==> config.mk <==
export PLATFORM = sky130hd
export DESIGN_NAME = ransac_residual_sequencer
export DESIGN_NICKNAME = d
export VERILOG_FILES = /design/src/rtl/ransac_fixed_pkg.sv /design/src/rtl/ransac_saturating_counter.sv /design/src/rtl/ransac_residual_sequencer.sv
export SDC_FILE = /design/constraint.sdc
export NUM_CORES = 1
export LEC_CHECK = 0
export CAP_MARGIN = 0
export CELL_PAD_IN_SITES_DETAIL_PLACEMENT = 0
export CELL_PAD_IN_SITES_GLOBAL_PLACEMENT = 1
export CORE_MARGIN = 2
export CORE_UTILIZATION = 39
export CTS_CLUSTER_SIZE = 10
export DETAILED_ROUTE_END_ITERATION = 6
export GPL_TIMING_DRIVEN = 0
export PLACE_DENSITY_LB_ADDON = 0.05
export REMOVE_ABC_BUFFERS = 1
export SETUP_SLACK_MARGIN = 0.5
export SYNTH_ARGS = -nofsm -noshare
export SYNTH_HDL_FRONTEND = slang
export SYNTH_SLANG_ARGS = --single-unit
==> constraint.sdc <==
create_clock -name clock -period 5.3 [get_ports clock]
set_input_delay 0.53 -clock clock [delete_from_list [all_inputs] [get_ports clock]]
set_output_delay 0.53 -clock clock [all_outputs]
set_load 0.05 [all_outputs]
==> src/rtl/ransac_fixed_pkg.sv <==
// Shared fixed-point types and helpers for the RANSAC datapath.
// fixed_t is signed Q16.16; fma_opcode_t selects FMA operand signs.
package ransac_fixed;

  localparam int value_width = 32;
  localparam int fraction_bits = 16;

  typedef logic signed [value_width-1:0] fixed_t;

  typedef enum logic [1:0] {
    FMA_OPCODE_POS_A_POS_C = 2'd0,
    FMA_OPCODE_POS_A_NEG_C = 2'd1,
    FMA_OPCODE_NEG_A_POS_C = 2'd2,
    FMA_OPCODE_NEG_A_NEG_C = 2'd3
  } fma_opcode_t;

  function automatic int value_bits();
    return value_width;
  endfunction

  function automatic fixed_t fixed_max();
    return {1'b0, {(value_width-1){1'b1}}};
  endfunction

  // Magnitude that clamps the most negative value to fixed_max().
  function automatic fixed_t fixed_abs_sat(input fixed_t v);
    fixed_t most_neg;
    most_neg = {1'b1, {(value_width-1){1'b0}}};
    if (v == most_neg)
      return fixed_max();
    else if (v < 0)
      return -v;
    else
      return v;
  endfunction

endpackage

==> src/rtl/ransac_saturating_counter.sv <==
// Up-counter that sticks at all-ones; clear has priority.
// Ports: clock, reset (async low), clear, increment, value.
module ransac_saturating_counter #(
  parameter int width = 16
) (
  input  logic             clock,
  input  logic             reset,
  input  logic             clear,
  input  logic             increment,
  output logic [width-1:0] value
);

  always_ff @(posedge clock or negedge reset) begin
    if (!reset)
      value <= '0;
    else if (clear)
      value <= '0;
    else if (increment && (value != '1))
      value <= value + 1'b1;
  end

endmodule

==> src/rtl/ransac_residual_sequencer.sv <==
// Scores a line model over a point batch via two chained FMAs.
// Ports: model/point in, FMA req/resp, inlier/point count out.
module ransac_residual_sequencer
  import ransac_fixed::*;
#(
  parameter int count_bits = 16
) (
  input  logic                  clock,
  input  logic                  reset,
  input  logic                  model_valid,
  output logic                  model_ready,
  input  fixed_t                model_a,
  input  fixed_t                model_b,
  input  fixed_t                model_c,
  input  fixed_t                threshold,
  input  logic                  point_valid,
  output logic                  point_ready,
  input  fixed_t                point_x,
  input  fixed_t                point_y,
  input  logic                  point_last,
  output logic                  fma_input_valid,
  input  logic                  fma_input_ready,
  output fixed_t                fma_a,
  output fixed_t                fma_b,
  output fixed_t                fma_c,
  output fma_opcode_t           fma_opcode,
  input  logic                  fma_output_valid,
  input  fixed_t                fma_r,
  output logic                  result_valid,
  input  logic                  result_ready,
  output logic [count_bits-1:0] inlier_count,
  output logic [count_bits-1:0] point_count
);

  typedef enum logic [2:0] {
    IDLE_MODEL,
    IDLE_POINT,
    ISSUE_AX,
    WAIT_AX,
    ISSUE_BY,
    WAIT_BY,
    CLASSIFY,
    REPORT
  } state_t;

  state_t state;
  fixed_t coef_a;
  fixed_t coef_b;
  fixed_t coef_c;
  fixed_t bound;
  fixed_t y_q;
  fixed_t r_q;
  logic   last_q;

  fixed_t mag;
  logic   model_xfer;
  logic   point_xfer;
  logic   classify;
  logic   inlier;

  assign model_xfer = model_valid && model_ready;
  assign point_xfer = point_valid && point_ready;
  assign classify   = (state == CLASSIFY);
  assign mag        = fixed_abs_sat(r_q);
  assign inlier     = classify && (mag <= bound);

  always_ff @(posedge clock or negedge reset) begin
    if (!reset) begin
      state           <= IDLE_MODEL;
      model_ready     <= 1'b1;
      point_ready     <= 1'b0;
      fma_input_valid <= 1'b0;
      result_valid    <= 1'b0;
      fma_a           <= '0;
      fma_b           <= '0;
      fma_c           <= '0;
      fma_opcode      <= FMA_OPCODE_POS_A_POS_C;
      coef_a          <= '0;
      coef_b          <= '0;
      coef_c          <= '0;
      bound           <= '0;
      y_q             <= '0;
      r_q             <= '0;
      last_q          <= 1'b0;
    end else begin
      unique case (state)
        IDLE_MODEL: if (model_xfer) begin
          coef_a      <= model_a;
          coef_b      <= model_b;
          coef_c      <= model_c;
          bound       <= threshold;
          model_ready <= 1'b0;
          point_ready <= 1'b1;
          state       <= IDLE_POINT;
        end
        IDLE_POINT: if (point_xfer) begin
          y_q             <= point_y;
          last_q          <= point_last;
          point_ready     <= 1'b0;
          fma_a           <= coef_a;
          fma_b           <= point_x;
          fma_c           <= coef_c;
          fma_opcode      <= FMA_OPCODE_POS_A_POS_C;
          fma_input_valid <= 1'b1;
          state           <= ISSUE_AX;
        end
        ISSUE_AX: if (fma_input_ready) begin
          fma_input_valid <= 1'b0;
          state           <= WAIT_AX;
        end
        // Partial sum a*x+c becomes the addend of b*y.
        WAIT_AX: if (fma_output_valid) begin
          fma_a           <= coef_b;
          fma_b           <= y_q;
          fma_c           <= fma_r;
          fma_opcode      <= FMA_OPCODE_POS_A_POS_C;
          fma_input_valid <= 1'b1;
          state           <= ISSUE_BY;
        end
        ISSUE_BY: if (fma_input_ready) begin
          fma_input_valid <= 1'b0;
          state           <= WAIT_BY;
        end
        WAIT_BY: if (fma_output_valid) begin
          r_q   <= fma_r;
          state <= CLASSIFY;
        end
        CLASSIFY: begin
          if (last_q) begin
            result_valid <= 1'b1;
            state        <= REPORT;
          end else begin
            point_ready <= 1'b1;
            state       <= IDLE_POINT;
          end
        end
        REPORT: if (result_ready) begin
          result_valid <= 1'b0;
          model_ready  <= 1'b1;
          state        <= IDLE_MODEL;
        end
        default: state <= IDLE_MODEL;
      endcase
    end
  end

  ransac_saturating_counter #(
    .width(count_bits)
  ) u_inliers (
    .clock(clock),
    .reset(reset),
    .clear(model_xfer),
    .increment(inlier),
    .value(inlier_count)
  );

  ransac_saturating_counter #(
    .width(count_bits)
  ) u_points (
    .clock(clock),
    .reset(reset),
    .clear(model_xfer),
    .increment(classify),
    .value(point_count)
  );

`ifndef SYNTHESIS
  a_fov_in_wait: assert property (
    @(posedge clock) disable iff (!reset)
    $rose(fma_output_valid) |->
      (state == WAIT_AX || state == WAIT_BY));

  a_thr_nonneg: assert property (
    @(posedge clock) disable iff (!reset)
    model_xfer |-> !threshold[value_width-1]);
`endif

endmodule

# After elaboration in Yosys (flattened, before gate mapping)
# Cells that the tools add are included.
[totals] reg_bits=330 output_inout_bits=134 wordCells=107
[classes] add_sub_neg=3 magnitude_cmp=2 n_eq_ne=20 muxes=41 n_reduce_logical=23
[op_table] op="$mux W32" count=8
[op_table] op="$pmux W32 S2" count=3
[op_table] op="$mux W16" count=4
[op_table] op="$add A16 B1 Y16 const B" count=2
[op_table] op="$eq A32 B32 Y1 const B" count=1
[op_table] op="$le A32 B32 Y1" count=1
[op_table] op="$lt A32 B1 Y1 const B" count=1
[op_table] op="$ne A16 B16 Y1 const B" count=2
[op_table] op="$neg A32 Y32" count=1
[op_table] op="$mux W3" count=8
[op_table] op="$pmux W3 S8" count=1
[op_table] op="$ne A2 B2 Y1 const B" count=9
[op_table] op="$eq A3 B3 Y1 const B" count=4
[op_table] op="$mux W1" count=10
[op_table] op="$reduce_bool A2 Y1" count=5
[op_table] op="$reduce_and A3 Y1" count=3
[op_table] op="$reduce_and A4 Y1" count=2
[op_table] op="$reduce_and A7 Y1" count=1
[op_table] op="$eq A3 B2 Y1 const B" count=2
[op_table] op="$pmux W1 S3" count=2
[op_table] op="$reduce_and A2 Y1" count=3
[op_table] op="$reduce_bool A3 Y1" count=2
[op_table] op="$logic_and A1 B1 Y1" count=5
[op_table] op="$mux W2" count=2
[op_table] op="other kinds (6)" count=7

# Logic depth before layout (Yosys ltp)
# Gate-level depths: netlist of the first run.
[logic_depth] word_depth=8 depth_mapped=20

# Hierarchy
# Synthesis of the first run repeated with hierarchy kept, for this count alone.
[unflattened] hier_cells=1361 hier_area_um2=15422.3
[modules_own_cells] mod="ransac_residual_sequencer" instances=1 cells_each=1169 area_each_um2=13549.2
[modules_own_cells] mod="ransac_saturating_counter at u_inliers" instances=1 cells_each=98 area_each_um2=942.2
[modules_own_cells] mod="ransac_saturating_counter at u_points" instances=1 cells_each=94 area_each_um2=930.9

# Worst setup path before layout of the first run
# No wires, ideal clock.
[synth_timing] path_type="reg2reg" startpoint="reg r_q[10]" endpoint="reg u_inliers.value[11]" setup_ns=0.078 arrival_ns=4.727 t_required_ns=5.222 slack_ns=0.495 path_stages_with_launch=18 path_buffers=1 period_less_slack_ns=4.805 cell_sequence="dfrtp_1 -> or4_4 -> nor4_4 -> or3b_4 -> or4_4 -> o31ai_4 -> xor2_1 -> nand2_1 -> ha_1 -> nand4_1 -> nor2_1 -> a22o_1 -> or4_1 -> nor4_2 -> nor2_1 -> clkbuf_1 -> or4_1 -> a21oi_1"
[synth_between] elab_chain_len=7 elab_cells_between_ends=9 classes_between="add/sub: 1; order compare: 2; eq/ne: 1; mux: 2; reduce/logical: 3"
[synth_rtl] item="from (decl)" line_no="ransac_residual_sequencer.sv:52" rtl="fixed_t r_q;"
[synth_rtl] item="from (signal assigned)" line_no="ransac_residual_sequencer.sv:125" rtl="r_q <= fma_r;"
[synth_rtl] item="$neg A32 Y32 or $lt A32 B1 Y1 (tied branches)" line_no="ransac_fixed_pkg.sv:32, ransac_fixed_pkg.sv:31"
[synth_rtl] item="$mux W32" line_no="ransac_fixed_pkg.sv:31" rtl="else if (v < 0)"
[synth_rtl] item="$mux W32 (*)" line_no="ransac_fixed_pkg.sv:29" rtl="if (v == most_neg)"
[synth_rtl] item="$le A32 B32 Y1 (*)" line_no="ransac_residual_sequencer.sv:65" rtl="assign inlier = classify && (mag <= bound);"
[synth_rtl] item="$logic_and A1 B1 Y1 (*)" line_no="ransac_residual_sequencer.sv:65"
[synth_rtl] item="$logic_and A1 B1 Y1 (*)" line_no="ransac_saturating_counter.sv:18" rtl="else if (increment && (value != '1))"
[synth_rtl] item="$reduce_bool A2 Y1 (no source line) (*)"
[synth_rtl] item="to (signal assigned)" line_no="ransac_saturating_counter.sv:19" rtl="value <= value + 1'b1;"
[synth_rtl] item="to (decl)" line_no="ransac_saturating_counter.sv:10" rtl="output logic [width-1:0] value"
# Every way passes the cells marked *; elsewhere a longest branch is shown, timed or not.
# A chain may end at the register's enable or synchronous reset.

# Worst setup path in the final report of the first run
[layout_timing] startpoint="reg r_q[10]" endpoint="reg u_inliers.value[13]"
# Same word-level chain as after synthesis.

==> flow_summary.toml, run 1 <==
[outcome]
status = "complete, but fails checks"
violations = "negative hold slack"

[critical_path]
r2r_slack_ns = 0.46
crit_path_start_kind = "flip-flop"
slowest_delay_ns = 0.55
cp_cell_sequence = "or4_4 > nor4_4 > or3b_4 > buf_4 > nor4_4 > buf_4 > nand2b_4 > nand2_1 > ha_1 > a21oi_1 > o21ai_0 > a221o_1 > o31a_1 > nor4_4 > buf_4 > nor2_4 > or4_4 > a21oi_2"
required_ns = 5.78
crit_slowest_cell = "or4_4"
worstPathArrival_ns = 5.31
worstSetupPathType = "reg -> reg"
crit_fanout = 13
crit_path_end_kind = "flip-flop"

[placed_design]
port_buffers = 363
dp.cells = 2128
dp_hpwl_um = 29100
gp_congestion = 0.768

[yosys]
syn_inst = 1295
synth.most_common_cell = "dfrtp_1"
ys_warn_count = 0
synth_area_leaders = "dfrtp_1, mux2_2, mux2i_1, a21oi_1, nor2_1"
ys.flop_type = "dfrtp_1"
yosys.area.top_type = "dfrtp_1"
synth_commonest_cells = "dfrtp_1, mux2_2, a21oi_1"
yosysSeqAreaShare_pct = 54.4
async_flop_share_pct = 100
synth_area_per_cell_um2 = 11.7
ys_ff_latch = 328
synth_edf_count = 0
synthDistinctLibCells = 53
synth_top_area_share_pct = 54.2
syn_area_mm2 = 0.0151

[timing]
max_freq_mhz = 207
fin_skew_ns = 0.0136
whs_ns = -0.0352
maxSlewViolCount = 0
slew_headroom_pct = 38.2
setup_viol = 0
final.setup.tns_ns = 0
fin_crit_sh_pct = 91.2
rsz0062_at_grt = "true"
hold_viol_final = 7
min_period_ns = 4.84
worstMarginPinSlew_ns = 0.928

[grt]
grt_pass1_vias = 11400
grt_use_total_pct = 20.2
overflow = 0
grt_first_pass_wirelength_um = 64000
grt_max_degree = 113
grt_antenna_before_repair = 14

[clock_tree]
numCtsBuffers = 40
clock_path_buffers = 3
cts-root-buf = "clkbuf_16"
cts_tree = "yes"
clkSinkCount = 328
clk_latency_ns = 0.56
htree_levels = 2
clkTransAtPathRegs_ns = 0.05

[power]
sw_frac_of_total_pct = 21.7
p_clk_share_pct = 46.9
power_frac_seq_pct = 48.4
p_leak_uw = 0.0105
internal-power_uw = 4050
power_density_mw_per_mm2 = 246
combPwrFrac_pct = 4.7
ir_drop_v = 0.000217
p_sw_uw = 1120

[routing]
finalWirelength_um = 40600
dr.pass1.iters = 4
vias = 11000
viasPerCell = 4.96
drc = 0
post_drt_wl_per_cell_um = 18.3
ant_nets = 0
drt_iter0_drc = 375

[die]
start_util_pct = 39.3
die_h_um = 201
ioPinCount = 366
core-area_mm2 = 0.0384
die_w_um = 201
rows = 72
fp.dieArea_mm2 = 0.0403

[finish]
drive_above_1_share_pct = 19.1
multi_input_area_mm2 = 0.00667
nNetsFinal = 1942
syn2layout_area_growth_pct = 39.5
fillCellCount = 3453
seqCellArea_mm2 = 0.00821
stdcell_count = 2215

[worst_hold_path]
worstHoldPathType = "in -> async"

[run]
maxCapViolCount = 0
==> power groups by stage <==
| stage | logic (uW) | clock network, uW | registers (uW) |
|---|---|---|---|
| global placement | 244 | 0 | 2550 |
| finish | 244 | 2420 | 2510 |
| detailed placement | 251 | 0 | 2550 |
| floorplan | 13.0 | 0 | 2550 |
| global route | 268 | 2620 | 2500 |
| CTS | 252 | 2520 | 2510 |
==> path summary, 6_finish.rpt <==
path | startpoint | cells after the start | endpoint
worst max-delay path | r_q[10]$_DFFE_PN0P_ | 18 | u_inliers.value[13]$_DFFE_PN0P_
worst min-delay path | reset | 1 | bound[7]$_DFFE_PN0P_
worst max register to register | r_q[10]$_DFFE_PN0P_ | 18 | u_inliers.value[13]$_DFFE_PN0P_
worst min register to register | coef_b[16]$_DFFE_PN0P_ | 1 | coef_b[16]$_DFFE_PN0P_
max in group asynchronous | reset | 3 | coef_a[18]$_DFFE_PN0P_
min in group clock | coef_b[16]$_DFFE_PN0P_ | 1 | coef_b[16]$_DFFE_PN0P_
==> layout by cell type, fill, tap and decap left out, types with 28 or more instances in the layout <==
cell and count:
o21ai_0 28, mux2_2 193, xor2_1 33, mux2i_1 103, nor2_1 129, a21oi_1 128
ha_1 34, clkbuf_16 41, clkdlybuf4s50_1 362, dfrtp_1 325, inv_1 40, nand2_1 59
==> flip-flops by register name (all words and copies together) (netlist names), 32 cells and up <==
register / count
r_q: 32
coef_c: 32
coef_a: 32
bound: 32
y_q: 32
coef_b: 32
fma_a: 32
fma_c: 32
fma_b: 32
==> routing by layer <==
| metal | share of wire [%] | up-vias | track usage (%) |
|---|---|---|---|
| li1 | - | 5328 | - |
| met1 | 42 | 5336 | 25.3 |
| met2 | 47 | 245 | 31.9 |
| met3 | 8.0 | 69 | 7.35 |
| met4 | 2.6 | 14 | 7.78 |
| met5 | 0.24 | - | 0 |
==> through the flow <==
stage	power, uW	utilization [%]	area, um^2	setup WS [ns]
2_1_floorplan	2560	-	14800	-0.553
3_3_place_gp	2800	49.7	19100	-11.30
3_5_place_dp	2800	51.0	19600	-0.789
4_1_cts	5270	54.4	20900	0.399
5_1_grt	5390	54.8	21000	0.233
6_report	5170	54.9	21100	0.464
==> kinds of logic (layout without fill, tap and decap cells) <==
family                   count (synthesis)  after routing  share of synthesized area [%]
flip-flops                             328            328                           54.4
AND/OR/NAND/NOR                        282            286                           8.77
buffers and inverters                  112            501                           2.86
AO/OA/AOI/OAI                          202            202                           7.53
XOR/XNOR                                39             39                           2.26
multiplexers                           296            296                           21.2
adder cells (fa/ha/maj)                 35             35                           2.90
other                                    1             10                         0.0249
==> area by class of cell <==
type                            count  share of cell area [%]
Tap cell                          518                    3.08
Clock buffer                       49                    4.96
Clock inverter                      7                   0.309
Antenna cell                        8                  0.0951
Inverter                           40                   0.713
Timing Repair Buffer              405                    20.2
Multi-Input combinational cell    860                    31.7
Sequential cell                   328                    39.0
==> worst max-delay path: cells and delay by family (launching register included) <==
family,cells,cell delay [ns]
simple gates,9,2.51
compound gates,5,1.06
buf+inv,3,0.51
flops,1,0.41
fa+ha+maj,1,0.25
==> what timing repair did <==
action	in CTS	in global routing
gates resized for setup	18	20
cloned	2	2
setup endpoints to repair	16	16
hold buffers	0	0
pin swaps	7	12
setup buffers	14	4
(Power assumes the default switching activity.)
==> inputs of run 2 (changes only) <==
GPL_TIMING_DRIVEN = 1   (was 0)
==> run 2 against run 1 <==
Net effect:
- the run now ends clean
- critical path depth shrank 2
- flip-flop and latch count is the same
- clock power grew 2%
- first-iteration DRC count grew 25%
- design area shrank 1.8%
- final cell count shrank 0.86%
- wire length grew 0.58%
- largest power group unchanged
==> flow_summary.toml, run 2 (synthesized netlist as in run 1, its figures left out) <==
[outcome]
status = "complete, no violations"

[clock_tree]
numCtsBuffers = 40
htree_levels = 2
clkSinkCount = 328
clkTransAtPathRegs_ns = 0.05
hold_buffers = 0
cts-root-buf = "clkbuf_16"
clk_latency_ns = 0.56
cts_tree = "yes"
clock_path_buffers = 3

[critical_path]
cp_cell_sequence = "or4_4 > nor4_4 > or3b_4 > or4_4 > o311ai_1 > o21a_1 > ha_1 > nand4_1 > nor2_1 > a22o_1 > or4_4 > nor4_4 > buf_6 > nor2_4 > or4_4 > a21oi_2"
slowest_delay_ns = 0.52
crit_path_start_kind = "flip-flop"
path_common_cell = "or4_4"
worstPathArrival_ns = 5.20
crit_slowest_cell = "or4_4"
worstSetupPathType = "reg -> reg"
crit_path_end_kind = "flip-flop"
crit_fanout = 5
required_ns = 5.77

[die]
start_util_pct = 39.3
die_h_um = 201
core-area_mm2 = 0.0384
ioPinCount = 366
fp.dieArea_mm2 = 0.0403
die_w_um = 201
rows = 72

[power]
sw_frac_of_total_pct = 21.3
power_density_mw_per_mm2 = 253
internal-power_uw = 4120
power_frac_seq_pct = 47.9
p_clk_share_pct = 47.5
p_sw_uw = 1120
p_leak_uw = 0.0103
combPwrFrac_pct = 4.7
ir_drop_v = 0.000201

[routing]
viasPerCell = 5.00
finalWirelength_um = 40800
dr.pass1.iters = 5
drt_iter0_drc = 469
vias = 11000
ant_nets = 0
drc = 0
post_drt_wl_per_cell_um = 18.6

[grt]
grt_use_total_pct = 20.3
grt_max_degree = 123
grt_pass1_vias = 11300
grt_antenna_before_repair = 11
overflow = 0
grt_first_pass_wirelength_um = 64400

[timing]
slew_headroom_pct = 35.8
min_period_ns = 4.73
final.setup.tns_ns = 0
max_freq_mhz = 211
maxSlewViolCount = 0
setup_viol = 0
fin_skew_ns = 0.0198
rsz0062_at_grt = "true"
fin_crit_sh_pct = 89.3
hold_viol_final = 0
worstMarginPinSlew_ns = 0.963

[placed_design]
dp_hpwl_um = 27900
gp_congestion = 0.793
port_buffers = 363
dp.cells = 2119

[worst_hold_path]
worstHoldPathType = "in -> async"

[finish]
nNetsFinal = 1924
layout_common_cells = "clkdlybuf4s50_1, dfrtp_1, mux2_2"
stdcell_count = 2196
drive_above_1_share_pct = 17.8
layout_commonest_cell = "clkdlybuf4s50_1"
syn2layout_area_growth_pct = 37.1

[run]
maxCapViolCount = 0
run 2: cell count changes in the layout (fill, tap and decap cells not counted), moves of 3 or more:
| cell | delta |
|---|---|
| buf_16 | -8 |
| buf_12 | +5 |
| o21ai_0 | +4 |
| buf_8 | -15 |
| o21ai_1 | -3 |
| clkinv_2 | -3 |
run 2: layout make-up:
class	count	area, um^2
diodes	6	15.0
clock buffers	53	1080
clock inverters	4	60.1
fillers	3457	17700
inverters	40	150
multi-input cells	858	6620
flip-flops and latches	328	8210
well taps	518	648
repair buffers	389	3900
run 2: what timing repair did:
action / in CTS / in global routing
buffers inserted: 8 / 4
endpoints found under the hold margin: 0 / 0
pin swaps: 5 / 13
gates resized for setup: 7 / 20
endpoints found under the setup margin: 10 / 16
cloned: 2 / 0
run 2: routing by layer:
metal	track usage, %	wire [um]
met1	25.9	17700
met2	31.8	18700
met3	7.19	3220
met4	7.96	1130
met5	0	99
run 2: worst max-delay path: cells and delay by family (launching register included):
kind	cells	cell delay [ns]
AO/OA/AOI/OAI	4	0.76
flip-flops	1	0.41
adder cells (fa/ha/maj)	1	0.24
AND/OR/NAND/NOR	10	3.07
buffers and inverters	1	0.16
run 2: path summary, 6_finish.rpt:
| kind | endpoint | slack [ns] | from | cells after the start |
|---|---|---|---|---|
| max | u_inliers.value[11]$_DFFE_PN0P_ | 0.57 | r_q[12]$_DFFE_PN0P_ | 16 |
| min | bound[9]$_DFFE_PN0P_ | 0.02 | reset | 1 |
| max reg2reg | u_inliers.value[11]$_DFFE_PN0P_ | 0.57 | r_q[12]$_DFFE_PN0P_ | 16 |
| min reg2reg | bound[28]$_DFFE_PN0P_ | 0.50 | bound[28]$_DFFE_PN0P_ | 1 |
| max in group asynchronous | fma_c[10]$_DFFE_PN0P_ | 3.96 | reset | 2 |
| min in group clock | bound[28]$_DFFE_PN0P_ | 0.50 | bound[28]$_DFFE_PN0P_ | 1 |
run 2: power groups by stage:
stage | clock, uW | sequential (uW) | combinational, uW
floorplan | 0 | 2550 | 13.0
global placement | 0 | 2550 | 250
detailed placement | 0 | 2550 | 251
CTS | 2580 | 2510 | 252
global route | 2670 | 2500 | 268
finish | 2480 | 2510 | 244
run 2: per-stage QoR:
step	util [%]	setup WS (ns)	instance area (um^2)	hold WS, ns	power, uW
floorplan	-	-0.553	14800	0.234	2560
global placement	50.2	0.146	19300	0.486	2800
CTS	53.5	0.496	20500	0.0612	5340
finish	53.9	0.566	20700	0.0175	5240
global route	53.9	0.351	20700	0.0918	5440
detailed placement	50.2	0.0464	19300	0.492	2800
==> inputs of run 3 (changes only) <==
PLACE_DENSITY = 0.82   (was unset)
PLACE_DENSITY_LB_ADDON = unset   (was 0.05)
==> run 3 against run 2 <==
Net effect:
- flip-flop and latch count is the same
- sequential share of layout area grew 0.10 points
- clock power is essentially flat
- worst hold slack lost 0.013 ns
- worst setup slack lost 0.18 ns
- critical path type unchanged
- largest power group unchanged
- highest routed layer unchanged
- count of clock-buffer cells in the layout grew 1
==> flow_summary.toml, run 3 (synthesized netlist as in run 1, its figures left out) <==
[timing]
slew_headroom_pct = 34.9
min_period_ns = 4.91
max_freq_mhz = 204
final.setup.tns_ns = 0
hold_viol_final = 0
maxSlewViolCount = 0
worstMarginPinSlew_ns = 0.976
fin_crit_sh_pct = 92.7
rsz0062_at_grt = "true"
setup_viol = 0
fin_skew_ns = 0.00667

[routing]
vias = 11000
ant_nets = 0
drt_iter0_drc = 434
finalWirelength_um = 39300
dr.pass1.iters = 4
met2_length_um = 19100
post_drt_wl_per_cell_um = 17.9
wl_met3_um = 2450
drc = 0
highest_layer = "met5"
met1Wirelength_um = 16500
viasPerCell = 5.01

[critical_path]
slowest_delay_ns = 0.57
crit_path_start_kind = "flip-flop"
crit_end = "u_inliers.value[13]$_DFFE_PN0P_"
worstPathArrival_ns = 5.38
crit_slowest_cell = "or4_4"
path_common_cell = "or4_4"
crit_path_end_kind = "flip-flop"
crit_start = "r_q[10]$_DFFE_PN0P_"
crit_fanout = 5
reg2reg_depth = 17
cp_cell_sequence = "or4_4 > nor4_4 > or3b_4 > or4_4 > buf_6 > a211oi_2 > a31oi_1 > ha_1 > nand4_1 > nor2_1 > a22o_1 > or4_4 > nor4_4 > buf_4 > nor2_4 > or4_1 > a21oi_2"
path_buf_inv = 2
worstSetupPathType = "reg -> reg"
reg2reg_to = "u_inliers.value[13]$_DFFE_PN0P_"
path_depth = 17
required_ns = 5.77
r2r_slack_ns = 0.39
path_delay_family = "simple AND/OR/NAND/NOR gates"
reg2reg_from = "r_q[10]$_DFFE_PN0P_"

[power]
p_leak_uw = 0.0103
fin_total_pwr_uw = 5260
ir_drop_v = 0.000232
power_density_mw_per_mm2 = 255

[die]
fp.dieArea_mm2 = 0.0403
rows = 72
start_util_pct = 39.3
core-area_mm2 = 0.0384
die_h_um = 201
ioPinCount = 366
die_w_um = 201

[placed_design]
dp.cells = 2120
port_buffers = 363
dp_hpwl_um = 27100
gp_congestion = 0.815

[clock_tree]
hold_buffers = 0
cts-root-buf = "clkbuf_16"
clkSinkCount = 328
clock_path_buffers = 3
htree_levels = 2
cts_tree = "yes"
numCtsBuffers = 40
clkTransAtPathRegs_ns = 0.06
clk_latency_ns = 0.54

[grt]
overflow = 0
grt_first_pass_wirelength_um = 62700
grt_max_degree = 157
grt_pass1_vias = 11500
grt_antenna_before_repair = 6
grt_use_total_pct = 19.5

[finish]
layout_commonest_cell = "clkdlybuf4s50_1"
syn2layout_area_growth_pct = 36.7
stdcell_count = 2197
drive_above_1_share_pct = 17.6
fillCellCount = 3390
nNetsFinal = 1924
final_core_util_pct = 53.8
layout_common_cells = "clkdlybuf4s50_1, dfrtp_1, mux2_2"

[outcome]
status = "complete, no violations"

[run]
maxCapViolCount = 0

[worst_hold_path]
worstHoldPathType = "in -> async"
[run 3: what timing repair did]
item                       4_1_cts  5_1_grt
pin swaps                        2        3
resized for setup                7        9
gates cloned                     1        1
setup buffers                    5        6
setup endpoints to repair       12       16
[run 3: cell type report]
cell class	instances	area, um^2	area share (%)
Inverter	40	150	0.728
Sequential cell	328	8210	39.8
Multi-Input combinational cell	858	6560	31.8
Clock inverter	5	57.6	0.279
Antenna cell	5	12.5	0.0607
Clock buffer	54	1110	5.40
Tap cell	518	648	3.14
Timing Repair Buffer	389	3870	18.8
[run 3: metrics by stage]
step	instance area, um^2	hold WS, ns	worst slack, ns
finish	20600	0.00428	0.387
CTS	20500	0.0474	0.541
global route	20600	0.0660	0.158
detailed placement	19300	0.493	0.00372
floorplan	14800	0.234	-0.553
global placement	19300	0.486	0.145
[run 3: how the worst min path moves through the flow]
stage,depth (start not counted),from,endpoint
CTS,1,reset,coef_a[25]$_DFFE_PN0P_
floorplan,0,reset,bound[0]$_DFFE_PN0P_
global route,1,reset,coef_b[11]$_DFFE_PN0P_
detailed placement,1,coef_b[29]$_DFFE_PN0P_,coef_b[29]$_DFFE_PN0P_
global placement,1,coef_b[14]$_DFFE_PN0P_,coef_b[14]$_DFFE_PN0P_
finish,1,reset,coef_a[13]$_DFFE_PN0P_
[run 3: per-layer routing]
metal  track usage (%)  up-vias
li1                  -     5291
met1              24.0     5392
met2              32.4      251
met3              5.44       75
met4              8.15        2
met5                 0        -
[run 3: worst register-to-register path, cell delays in order, from the launching register on]
cell and delay [ns]:
dfrtp_1 0.37, or4_4 0.57, nor4_4 0.19, or3b_4 0.44, or4_4 0.49, buf_6 0.15, a211oi_2 0.20, a31oi_1 0.06
ha_1 0.31, nand4_1 0.14, nor2_1 0.07, a22o_1 0.22, or4_4 0.44, nor4_4 0.31, buf_4 0.18, nor2_4 0.05
or4_1 0.50, a21oi_2 0.16
[run 3: power breakdown]
part           switching, uW  internal (uW)  leakage (uW)  total (uW)
Combinational           88.3            156       0.00532         245
Sequential                 0           2510       0.00441        2510
Clock                   1010           1500      0.000576        2510
